## config.mk

```make
export PLATFORM = sky130hd
export DESIGN_NAME = sync_glitch_filter
export DESIGN_NICKNAME = d
export VERILOG_FILES = /design/src/rtl/sync_glitch_filter.sv
export SDC_FILE = /design/constraint.sdc
export NUM_CORES = 1
export LEC_CHECK = 0
export ABC_CLOCK_PERIOD_IN_PS = 1300
export BUFFER_PORTS_ARGS = -buffer_cell sky130_fd_sc_hd__buf_2
export CORE_AREA = 2 2 44 46
export CTS_CLUSTER_SIZE = 14
export DETAILED_ROUTE_END_ITERATION = 16
export DIE_AREA = 0 0 46 48
export PLACE_DENSITY = 0.73
export RECOVER_POWER = 25
export SETUP_SLACK_MARGIN = 0.5
export SLEW_MARGIN = 20
export SYNTH_ARGS = -nofsm -noshare
export SYNTH_HDL_FRONTEND = slang
export SYNTH_SLANG_ARGS = --single-unit
```

## constraint.sdc

```tcl
create_clock -name clk -period 1.3 [get_ports clk]
set_input_delay 0.195 -clock clk [delete_from_list [all_inputs] [get_ports clk]]
set_output_delay 0.195 -clock clk [all_outputs]
set_load 0.02 [all_outputs]
```

## src/rtl/sync_glitch_filter.sv

```systemverilog
// Synchronizes an asynchronous level and rebuilds a clean copy on the clock,
// rejecting pulses shorter than STABLE_CYCLES samples and counting them.
module sync_glitch_filter #(
  parameter int SYNC_STAGES   = 2,
  parameter int STABLE_CYCLES = 4,
  parameter int CNT_WIDTH     = 8,
  parameter bit RESET_VALUE   = 1'b0
) (
  input  logic                 clk,
  input  logic                 rst,
  input  logic                 a,
  input  logic                 clr_count,
  output logic                 y,
  output logic                 rise,
  output logic                 fall,
  output logic                 glitch,
  output logic [CNT_WIDTH-1:0] glitch_count
);

  localparam int                   RW       = $clog2(STABLE_CYCLES) + 1;
  localparam logic [RW-1:0]        RUN_LAST = RW'(STABLE_CYCLES - 1);
  localparam logic [CNT_WIDTH-1:0] CNT_MAX  = '1;

  typedef enum logic {STABLE, CANDIDATE} state_e;

  logic [SYNC_STAGES-1:0] sync_q;
  logic                   s;
  state_e                 state_q, state_d;
  logic [RW-1:0]          run_q, run_d;
  logic                   y_q, y_d;
  logic                   rise_q, rise_d;
  logic                   fall_q, fall_d;
  logic                   glitch_q, glitch_d;
  logic [CNT_WIDTH-1:0]   cnt_q, cnt_d;

  assign s = sync_q[SYNC_STAGES-1];

  always_ff @(posedge clk) begin
    if (rst) begin
      sync_q   <= {SYNC_STAGES{RESET_VALUE}};
      state_q  <= STABLE;
      run_q    <= '0;
      y_q      <= RESET_VALUE;
      rise_q   <= 1'b0;
      fall_q   <= 1'b0;
      glitch_q <= 1'b0;
      cnt_q    <= '0;
    end else begin
      sync_q   <= {sync_q[SYNC_STAGES-2:0], a};
      state_q  <= state_d;
      run_q    <= run_d;
      y_q      <= y_d;
      rise_q   <= rise_d;
      fall_q   <= fall_d;
      glitch_q <= glitch_d;
      cnt_q    <= cnt_d;
    end
  end

  always_comb begin
    state_d  = state_q;
    run_d    = run_q;
    y_d      = y_q;
    rise_d   = 1'b0;
    fall_d   = 1'b0;
    glitch_d = 1'b0;
    case (state_q)
      STABLE: begin
        run_d = '0;
        if (s != y_q) begin
          // A single-sample filter commits on the first differing sample.
          if (STABLE_CYCLES == 1) begin
            y_d    = s;
            rise_d = s;
            fall_d = ~s;
          end else begin
            state_d = CANDIDATE;
            run_d   = RW'(1);
          end
        end
      end
      CANDIDATE: begin
        if (s == y_q) begin
          glitch_d = 1'b1;
          state_d  = STABLE;
          run_d    = '0;
        end else if (run_q == RUN_LAST) begin
          y_d     = s;
          rise_d  = s;
          fall_d  = ~s;
          state_d = STABLE;
          run_d   = '0;
        end else begin
          run_d = run_q + 1'b1;
        end
      end
      default: begin
        state_d = STABLE;
        run_d   = '0;
      end
    endcase

    // Clear wins over a coincident glitch.
    if (clr_count)
      cnt_d = '0;
    else if (glitch_d && (cnt_q != CNT_MAX))
      cnt_d = cnt_q + 1'b1;
    else
      cnt_d = cnt_q;
  end

  assign y            = y_q;
  assign rise         = rise_q;
  assign fall         = fall_q;
  assign glitch       = glitch_q;
  assign glitch_count = cnt_q;

endmodule

```

==> impl_metrics.yaml, run 1 <==
logic_synthesis:
  yosys_most_used_dff: "sky130_fd_sc_hd__dfxtp_1"
  yosysSeqAreaShare_pct: 47.2
  syn-instance-count: 75
  yosys.cell_types.count: 29
  synth_area_um2: 763
  async_reset_ff_share_pct: 0
  ys.warnings.count: 0
  cell_type_with_the_largest_total_area_after_synthesis: "sky130_fd_sc_hd__dfxtp_1"
  syn_area_per_cell_um2: 10.2
  synth_common_cells: "sky130_fd_sc_hd__dfxtp_1, sky130_fd_sc_hd__nand2_1, sky130_fd_sc_hd__nor2_1"
  synth-edff-count: 0
  yosys_register_bits: 18
  post_synth_main_area_contributors: "sky130_fd_sc_hd__dfxtp_1, sky130_fd_sc_hd__ha_1, sky130_fd_sc_hd__xnor2_4"
  synth_most_common_cell: "sky130_fd_sc_hd__dfxtp_1"
  synth_top_area_share_pct: 47.2
  syn-num-nets: 82
min_path:
  holdPathStages: 2
  hp-class: "input port to flip-flop"
pwr:
  p_total_mw: 0.968
  power_leakage_nw: 0.575
  cellPowerDensity_nw_per_um2: 674
  worst_ir_drop_vdd_mv: 0.623
timing:
  final_worst_clock_skew_ns: 0.00346
  postLayoutSetupSlackWorst_ns: -0.166
  final_max_slew_viol_count: 0
  grt_setup_unrepaired: "true"
  worstMarginPinSlew_ns: 0.736
  setup_viol_count_final: 8
  timing.final.crit_share_pct: 113
  final_worst_path_period_need_ns: 1.47
  timing.fmax_mhz: 682
  finalHoldViolCount: 0
  slew-limit-headroom_pct: 50.9
floorplan:
  core_um2: 1690
  die_width_um: 46
  initial_core_utilization_pct: 45.2
  design.portCount: 16
  floorplan.die.height_um: 48
  design.die.area_um2: 2210
  fp-row-count: 15
drt:
  drc: 0
  first_iter_violations: 13
  route.detailed.vias_per_inst: 5.51
  routed_wl_um: 2310
  detailedRoute.firstPassIterationCount: 4
  post_drt_wl_per_cell_um: 17.0
  vias: 749
  ant_nets: 0
worst_setup_path:
  setup.worst_path.start_class: "flip-flop"
  path_max_fanout: 3
  worst_setup_path_endpoint: "glitch_count[6]"
  worst_r2r_path_depth: 4
  critical_path.startpoint: "sync_q[1]"
  crit_path_top_delay_cell: "sky130_fd_sc_hd__or4_4"
  reg2reg_slack_ns: -0.17
  end_kind: "flip-flop"
  crit-reg2reg-launch: "sync_q[1]"
  worstPathCellList: "xor2_2 -> or4_4 -> nor3_2 -> a211oi_2"
  cp_slowest_stage_delay_ns: 0.55
  critical_path.reg2reg.endpoint: "glitch_count[6]"
  cp.arrival_ns: 1.66
  timing.critical_path.required_ns: 1.49
  timing_worst_setup_path_type: "flip-flop to flip-flop"
final_layout:
  multi_input_area_um2: 559
  syn2layout_area_growth_pct: 88.2
  finish.instance_area_um2: 1440
  seqCellArea_um2: 398
  drive_above_1_share_pct: 68.9
  filler_cell_count: 93
  finish.net_count: 127
  insertedDiodeCount: 0
outcome:
  status: "finished with violations"
  violations_in_the_final_reports: "setup timing"
clocking:
  clk-insertion-delay-late_ns: 0.30
  tritoncts_num_sinks: 18
  cts_root_buffer: "sky130_fd_sc_hd__clkbuf_4"
  cts-hold-fix-buffers: 0
  clk_pin_slew_ns: 0.11
  tritoncts: "built"
  clock_path_buffers: 2
  max_h_tree_level: 1
  tritoncts.num_buffers: 3
placed_design:
  detailed_place.area_um2: 1060
  place_hpwl_um: 1190
  place_congestion: 0.715
  io_port_bufs: 15
flow_run:
  cap_viol_max_count: 0
global_route:
  grt_start_max_net_pins: 11
  track_usage_pct: 20.1
  globalRoute.totalOverflow: 0
  grt_pass1_wl_um: 2980
  grt_pass1_vias: 682
  grt_antenna_before_repair: 0
-- registers in the layout, summed over array words and instances, names as in the netlist --
name	flops
glitch	1
rise	1
fall	1
glitch_count	8
y	1
sync_q	2
run_q	3
state_q	1
-- worst max-delay path: cells and delay by family (launching register included) --
| family | cells | cell delay (ns) |
|---|---|---|
| AOI/OAI and AO/OA | 1 | 0.07 |
| xor gates and xnor gates | 1 | 0.18 |
| DFF | 1 | 0.39 |
| and+or+nand+nor | 2 | 0.72 |
-- worst min-delay path by stage --
stage | end | slack [ns] | start
floorplan | sync_q[0] | 0.32 | a
global placement | sync_q[0] | 0.41 | a
detailed placement | sync_q[0] | 0.42 | a
CTS | sync_q[0] | 0.10 | a
global route | sync_q[0] | 0.10 | a
finish | sync_q[0] | 0.11 | a
-- kinds of logic (layout without fill, tap and decap cells) --
group,after synthesis,after routing,synth area share (%)
AO/OA/AOI/OAI,11,11,11.6
XOR/XNOR,4,4,7.05
adder cells (fa/ha/maj),3,3,4.92
buffers and inverters,6,50,2.95
flip-flops,18,18,47.2
multiplexers,2,2,2.62
AND/OR/NAND/NOR,31,31,23.6
-- final cells by class --
cell class                      count  share of cell area, %
Multi-Input combinational cell     51                   38.9
Timing Repair Buffer               42                   28.1
Sequential cell                    18                   27.7
Clock buffer                        4                   2.53
Tap cell                           17                   1.48
Inverter                            4                   1.22
-- metrics by stage --
step	utilization (%)	TNS (ns)	hold slack [ns]	cells	setup WS [ns]
detailed placement	62.5	-0.247	0.419	120	-0.106
finish	85.0	-0.644	0.109	136	-0.166
global placement	62.5	-0.120	0.410	120	-0.0627
floorplan	-	-0.120	0.323	75	-0.0869
global route	85.0	-1.08	0.104	136	-0.192
CTS	75.9	-0.283	0.102	130	-0.105
-- routing by layer --
layer	global-route usage, %	vias to the layer above	routed length (µm)
met5	0	-	0
met1	23.6	356	943
li1	-	360	-
met2	33.6	26	1210
met3	4.53	7	115
met4	12.0	0	44
-- layout by cell type, fill, tap and decap left out, drive strengths merged --
cell      n
nor3      3
a211oi    1
dfxtp    18
or3       2
a21oi     4
nor4      1
and4b     1
nor4b     3
inv       4
mux2i     2
nor2      5
clkbuf    5
a2111oi   1
ha        3
o21ai     2
nand3     4
nand2     6
nor2b     2
o2111ai   1
nand4     1
or2       1
or4       2
xor2      3
o31ai     1
xnor2     1
o211ai    1
buf      41
-- timing repair --
action                                  4_1_cts  5_1_grt
resized for setup                            43       25
pin swaps                                     7       10
hold endpoints to repair                      0        0
buffers inserted                              6        6
endpoints found under the setup margin       28       28
-- power by group --
part,internal (mW),switching [mW]
clock,0.171,0.185
combinational,0.0315,0.0354
sequential,0.539,0.00550
total,0.742,0.226
Note: power is estimated with default switching activity, not from simulation.
==> inputs of run 2 (changes only) <==
--- a/config.mk
+++ b/config.mk
@@ -5,13 +5,13 @@
 export SDC_FILE = /design/constraint.sdc
 export NUM_CORES = 1
 export LEC_CHECK = 0
-export ABC_CLOCK_PERIOD_IN_PS = 1300
+export ABC_CLOCK_PERIOD_IN_PS = 1550
 export BUFFER_PORTS_ARGS = -buffer_cell sky130_fd_sc_hd__buf_2
-export CORE_AREA = 2 2 44 46
+export CORE_AREA = 2 2 42 44
 export CTS_CLUSTER_SIZE = 14
 export DETAILED_ROUTE_END_ITERATION = 16
-export DIE_AREA = 0 0 46 48
-export PLACE_DENSITY = 0.73
+export DIE_AREA = 0 0 44 46
+export PLACE_DENSITY = 0.77
 export RECOVER_POWER = 25
 export SETUP_SLACK_MARGIN = 0.5
 export SLEW_MARGIN = 20
==> constraint.sdc (replaced) <==
create_clock -name clk -period 1.55 [get_ports clk]
set_input_delay 0.2325 -clock clk [delete_from_list [all_inputs] [get_ports clk]]
set_output_delay 0.2325 -clock clk [all_outputs]
set_load 0.02 [all_outputs]
==> impl_metrics.yaml, run 2 (synthesized netlist as in run 1, its figures left out) <==
pwr:
  worst_ir_drop_vdd_mv: 0.546
  p_total_mw: 0.795
  power_leakage_nw: 0.512
  cellPowerDensity_nw_per_um2: 608
drt:
  drc: 0
  ant_nets: 0
  vias: 732
  routed_wl_um: 2080
  route.detailed.vias_per_inst: 5.55
  post_drt_wl_per_cell_um: 15.7
  detailedRoute.firstPassIterationCount: 4
  first_iter_violations: 10
clocking:
  max_h_tree_level: 1
  tritoncts_num_sinks: 18
  cts-hold-fix-buffers: 0
  cts_root_buffer: "sky130_fd_sc_hd__clkbuf_4"
  clk-insertion-delay-late_ns: 0.29
  tritoncts.num_buffers: 3
  clock_path_buffers: 2
  clk_pin_slew_ns: 0.10
  tritoncts: "built"
worst_setup_path:
  end_kind: "flip-flop"
  reg2reg_slack_ns: 0.14
  timing_worst_setup_path_type: "flip-flop to flip-flop"
  critical_path.reg2reg.endpoint: "glitch_count[6]"
  timing.critical_path.required_ns: 1.74
  cp.arrival_ns: 1.60
  path_max_fanout: 3
  setup.worst_path.start_class: "flip-flop"
  worst_r2r_path_depth: 4
  crit-reg2reg-launch: "sync_q[1]"
final_layout:
  drive_above_1_share_pct: 59.1
  finish.net_count: 123
  filler_cell_count: 92
  largest_register_ffs: 8
  syn2layout_area_growth_pct: 71.3
  insertedDiodeCount: 0
  final_common_cell: "sky130_fd_sc_hd__buf_4"
  most-common-layout-cells: "sky130_fd_sc_hd__buf_4, sky130_fd_sc_hd__buf_6, sky130_fd_sc_hd__dfxtp_4"
placed_design:
  io_port_bufs: 15
  place_hpwl_um: 914
  place_congestion: 0.723
timing:
  final_worst_path_period_need_ns: 1.41
  setup_viol_count_final: 0
  finalHoldViolCount: 0
  worstMarginPinSlew_ns: 0.511
  timing.fmax_mhz: 708
  slew-limit-headroom_pct: 66.0
  timing.final.crit_share_pct: 91.1
  fin_tns_setup_ns: 0
  final_max_slew_viol_count: 0
  final_worst_clock_skew_ns: 0.00283
  grt_setup_unrepaired: "true"
global_route:
  globalRoute.totalOverflow: 0
  grt_pass1_vias: 674
  track_usage_pct: 20.2
  grt_pass1_wl_um: 2960
  grt_antenna_before_repair: 0
  grt_start_max_net_pins: 11
floorplan:
  core_um2: 1610
  initial_core_utilization_pct: 47.3
  die_width_um: 44
  design.die.area_um2: 2020
  design.portCount: 16
  fp-row-count: 15
  floorplan.die.height_um: 46
min_path:
  min-delay-start: "a"
  hold_end: "sync_q[0]"
  holdPathStages: 2
  hp-class: "input port to flip-flop"
outcome:
  status: "completed"
flow_run:
  cap_viol_max_count: 0
-- run 2: cell count changes in the layout (fill, tap and decap cells not counted), sizes merged --
cell / delta
clkbuf: +3
buf: -7
-- run 2: worst max path at each step --
stage | to | start
5_1_grt | glitch_count[7] | glitch_count[3]
6_report | glitch_count[6] | sync_q[1]
3_5_place_dp | glitch_count[6] | sync_q[1]
2_1_floorplan | glitch_count[6] | y
4_1_cts | glitch_count[6] | sync_q[1]
3_3_place_gp | glitch_count[6] | sync_q[1]
-- run 2: layout make-up --
type	count	area (µm²)	share of cell area [%]
clock buffers	4	36.3	2.78
repair buffers	38	330	25.3
inverters	4	17.5	1.34
well taps	17	21.3	1.63
multi-input cells	51	505	38.7
flip-flops and latches	18	397	30.3
-- run 2: per-layer routing --
| metal | vias up | wire, µm | global-route usage [%] |
|---|---|---|---|
| met2 | 16 | 1020 | 35.3 |
| met4 | 0 | 33 | 10.9 |
| met5 | - | 0 | 0 |
| met1 | 361 | 960 | 24.1 |
| met3 | 6 | 65 | 2.38 |
| li1 | 349 | - | - |
-- run 2: what timing repair did --
action / CTS / global route
hold endpoints to repair: 0 / 0
setup endpoints to repair: 22 / 23
pin swaps: 10 / 7
gates resized for setup: 35 / 12
setup buffers: 14 / 8
-- run 2: worst max-delay path: stages (launching register included) --
cell,delay [ns]
sky130_fd_sc_hd__dfxtp_4,0.39
sky130_fd_sc_hd__xor2_2,0.19
sky130_fd_sc_hd__or4_4,0.52
sky130_fd_sc_hd__nor3_4,0.15
sky130_fd_sc_hd__a211oi_2,0.06
-- run 2: power by group --
group	leakage, nW	internal [mW]	switching (mW)
logic	0.337	0.0218	0.0241
clock network	0.0210	0.143	0.149
registers	0.154	0.452	0.00457
-- run 2: stage by stage --
stage | worst slack [ns] | hold slack [ns] | std cells | utilization [%] | cell area, µm²
finish | 0.138 | 0.145 | 132 | 81.0 | 1310
CTS | 0.147 | 0.144 | 124 | 74.3 | 1200
detailed placement | 0.118 | 0.422 | 106 | 56.9 | 918
global route | 0.111 | 0.149 | 132 | 81.0 | 1310
floorplan | 0.163 | 0.361 | 75 | - | 822
global placement | 0.155 | 0.420 | 106 | 56.9 | 918
==> inputs of run 3 (changes only) <==
--- a/config.mk
+++ b/config.mk
@@ -5,13 +5,14 @@
 export SDC_FILE = /design/constraint.sdc
 export NUM_CORES = 1
 export LEC_CHECK = 0
+export ABC_AREA = 1
 export ABC_CLOCK_PERIOD_IN_PS = 1550
 export BUFFER_PORTS_ARGS = -buffer_cell sky130_fd_sc_hd__buf_2
-export CORE_AREA = 2 2 42 44
+export CORE_AREA = 2 2 45 47
 export CTS_CLUSTER_SIZE = 14
 export DETAILED_ROUTE_END_ITERATION = 16
-export DIE_AREA = 0 0 44 46
-export PLACE_DENSITY = 0.77
+export DIE_AREA = 0 0 47 49
+export PLACE_DENSITY = 0.75
 export RECOVER_POWER = 25
 export SETUP_SLACK_MARGIN = 0.5
 export SLEW_MARGIN = 20
==> impl_metrics.yaml, run 3 <==
logic_synthesis:
  syn_area_per_cell_um2: 7.76
  async_reset_ff_share_pct: 0
  synth_most_common_cell: "sky130_fd_sc_hd__nand2_1"
  post_synth_main_area_contributors: "sky130_fd_sc_hd__dfxtp_1, sky130_fd_sc_hd__nand2_1, sky130_fd_sc_hd__inv_1"
  yosys.cell_types.count: 23
  ys.warnings.count: 0
  syn-num-nets: 121
  synth_common_cells: "sky130_fd_sc_hd__nand2_1, sky130_fd_sc_hd__dfxtp_1, sky130_fd_sc_hd__inv_1"
  cell_type_with_the_largest_total_area_after_synthesis: "sky130_fd_sc_hd__dfxtp_1"
  synth-edff-count: 0
  synth_area_um2: 885
  syn-instance-count: 114
  yosys_register_bits: 18
  synth_top_area_share_pct: 40.7
  yosys_most_used_dff: "sky130_fd_sc_hd__dfxtp_1"
  yosysSeqAreaShare_pct: 40.7
floorplan:
  design.die.area_um2: 2300
  design.portCount: 16
  floorplan.die.height_um: 49
  core_um2: 1840
  die_width_um: 47
  initial_core_utilization_pct: 48.0
  fp-row-count: 16
worst_setup_path:
  path_max_fanout: 7
  timing.critical_path.buf_inv: 1
  critPathMostFrequentCell: "sky130_fd_sc_hd__nand2_4"
  worst_path_dominant_cell_family: "simple AND/OR/NAND/NOR gates"
  crit_path_top_delay_cell: "sky130_fd_sc_hd__dfxtp_1"
  worstPathCellList: "inv_2 -> nand2_2 -> nand2_4 -> nor2_8 -> nand2_4 -> o21ai_2 -> nor2_1"
  worst_r2r_path_depth: 7
  setup.worst_path.start_class: "flip-flop"
  end_kind: "flip-flop"
  cp_slowest_stage_delay_ns: 0.44
  critical_path.startpoint: "y"
  reg2reg_slack_ns: 0.33
  worst-path-stages: 7
  crit-reg2reg-launch: "y"
  cp.arrival_ns: 1.43
  timing_worst_setup_path_type: "flip-flop to flip-flop"
  critical_path.reg2reg.endpoint: "glitch_count[2]"
  timing.critical_path.required_ns: 1.76
timing:
  timing.fmax_mhz: 820
  fin_tns_setup_ns: 0
  timing.final.crit_share_pct: 78.7
  final_worst_clock_skew_ns: 0.00592
  grt_setup_unrepaired: "true"
  setup_viol_count_final: 0
  finalHoldViolCount: 0
  final_max_slew_viol_count: 0
  slew-limit-headroom_pct: 79.9
  final.hold.worst_slack_ns: 0.120
  final_worst_path_period_need_ns: 1.22
  worstMarginPinSlew_ns: 0.301
  postLayoutSetupSlackWorst_ns: 0.331
clocking:
  tritoncts.num_buffers: 3
  clock_path_buffers: 2
  tritoncts: "built"
  tritoncts_num_sinks: 18
  clk_pin_slew_ns: 0.11
  clk-insertion-delay-late_ns: 0.31
  cts_root_buffer: "sky130_fd_sc_hd__clkbuf_4"
  max_h_tree_level: 1
pwr:
  p_total_mw: 0.816
  worst_ir_drop_vdd_mv: 0.632
  power.internal_mw: 0.619
  power.combinational.fraction_pct: 6.7
  power_leakage_nw: 0.572
  power.switching_fraction_pct: 24.1
  clk_network_pwr_share_pct: 37.1
  share_seq_of_total_power_pct: 56.2
  net-switching-power_mw: 0.196
  cellPowerDensity_nw_per_um2: 616
global_route:
  grt_antenna_before_repair: 0
  globalRoute.totalOverflow: 0
  track_usage_pct: 20.2
  grt_pass1_vias: 793
  grt_pass1_wl_um: 3360
  grt_start_max_net_pins: 11
final_layout:
  largest_register_ffs: 8
  syn2layout_area_growth_pct: 49.6
  filler_cell_count: 142
  utilization_pct: 71.9
  insertedDiodeCount: 0
  final_cells: 176
  finish.instance_area_um2: 1320
  most-common-layout-cells: "sky130_fd_sc_hd__nand2_1, sky130_fd_sc_hd__buf_4, sky130_fd_sc_hd__inv_1"
  finish.net_count: 157
  drive_above_1_share_pct: 50.3
drt:
  drc: 0
  vias: 892
  routed_wl_um: 2280
  detailedRoute.firstPassIterationCount: 5
  ant_nets: 0
  route.detailed.vias_per_inst: 5.07
  first_iter_violations: 23
  post_drt_wl_per_cell_um: 12.9
min_path:
  min-delay-start: "a"
  hold_end: "sync_q[0]"
  holdPathStages: 3
  hp-class: "input port to flip-flop"
placed_design:
  detailed_place.area_um2: 1060
  dp_cells: 156
  place_hpwl_um: 1220
  place_congestion: 0.832
  io_port_bufs: 15
  dp_worst_setup_slack_ns: 0.354
outcome:
  status: "completed"
flow_run:
  cap_viol_max_count: 0
run 3: cell count changes after synthesis, sizes merged, moves of 3 or more:
cell	delta
nand2	+20
inv	+15
nor2	+12
nand3	+5
a21oi	+3
nand4	+3
nor4b	-3
o21ai	+3
xor2	-3
run 3: how the worst max path moves through the flow:
stage / endpoint / slack [ns]
6_report: glitch_count[2] / 0.33
5_1_grt: glitch_count[5] / 0.26
4_1_cts: glitch_count[3] / 0.42
3_5_place_dp: glitch_count[2] / 0.35
3_3_place_gp: glitch_count[2] / 0.38
2_1_floorplan: glitch_count[5] / 0.42
run 3: cell families after synthesis:
group / after synthesis / synth area share, %
compound gates: 13 / 8.91
buf+inv: 20 / 9.34
simple gates: 60 / 36.8
fa+ha+maj: 3 / 4.24
flops: 18 / 40.7
run 3: power groups by stage:
stage	logic [mW]	clock network [mW]	registers [mW]
5_1_grt	0.0588	0.324	0.459
4_1_cts	0.0470	0.303	0.460
3_3_place_gp	0.0381	0	0.476
6_report	0.0544	0.303	0.459
3_5_place_dp	0.0392	0	0.476
2_1_floorplan	0.0260	0	0.477
run 3: worst register-to-register path: stages (launching register included):
cell	delay, ns
sky130_fd_sc_hd__dfxtp_1	0.44
sky130_fd_sc_hd__inv_2	0.07
sky130_fd_sc_hd__nand2_2	0.08
sky130_fd_sc_hd__nand2_4	0.09
sky130_fd_sc_hd__nor2_8	0.18
sky130_fd_sc_hd__nand2_4	0.09
sky130_fd_sc_hd__o21ai_2	0.14
sky130_fd_sc_hd__nor2_1	0.04
run 3: cell type report:
class | count | area [µm²] | share of cell area, %
Clock buffer | 4 | 36.3 | 2.74
Tap cell | 27 | 33.8 | 2.55
Sequential cell | 18 | 392 | 29.6
Timing Repair Buffer | 31 | 240 | 18.1
Multi-Input combinational cell | 77 | 548 | 41.4
Inverter | 19 | 73.8 | 5.58
run 3: per-layer routing:
layer  vias to the layer above  part of all wire, %  global-route usage, %
li1                        437                    -                      -
met1                       425                   42                   25.8
met2                        25                   51                   31.7
met3                         5                  4.9                   3.33
met4                         0                  1.9                   9.72
met5                         -                    0                      0
run 3: repair_timing:
item | 4_1_cts | 5_1_grt
pin swaps | 15 | 7
hold buffers | 0 | 0
gates resized for setup | 24 | 16
cloned | 1 | 0
setup buffers | 10 | 5
endpoints found under the setup margin | 21 | 26
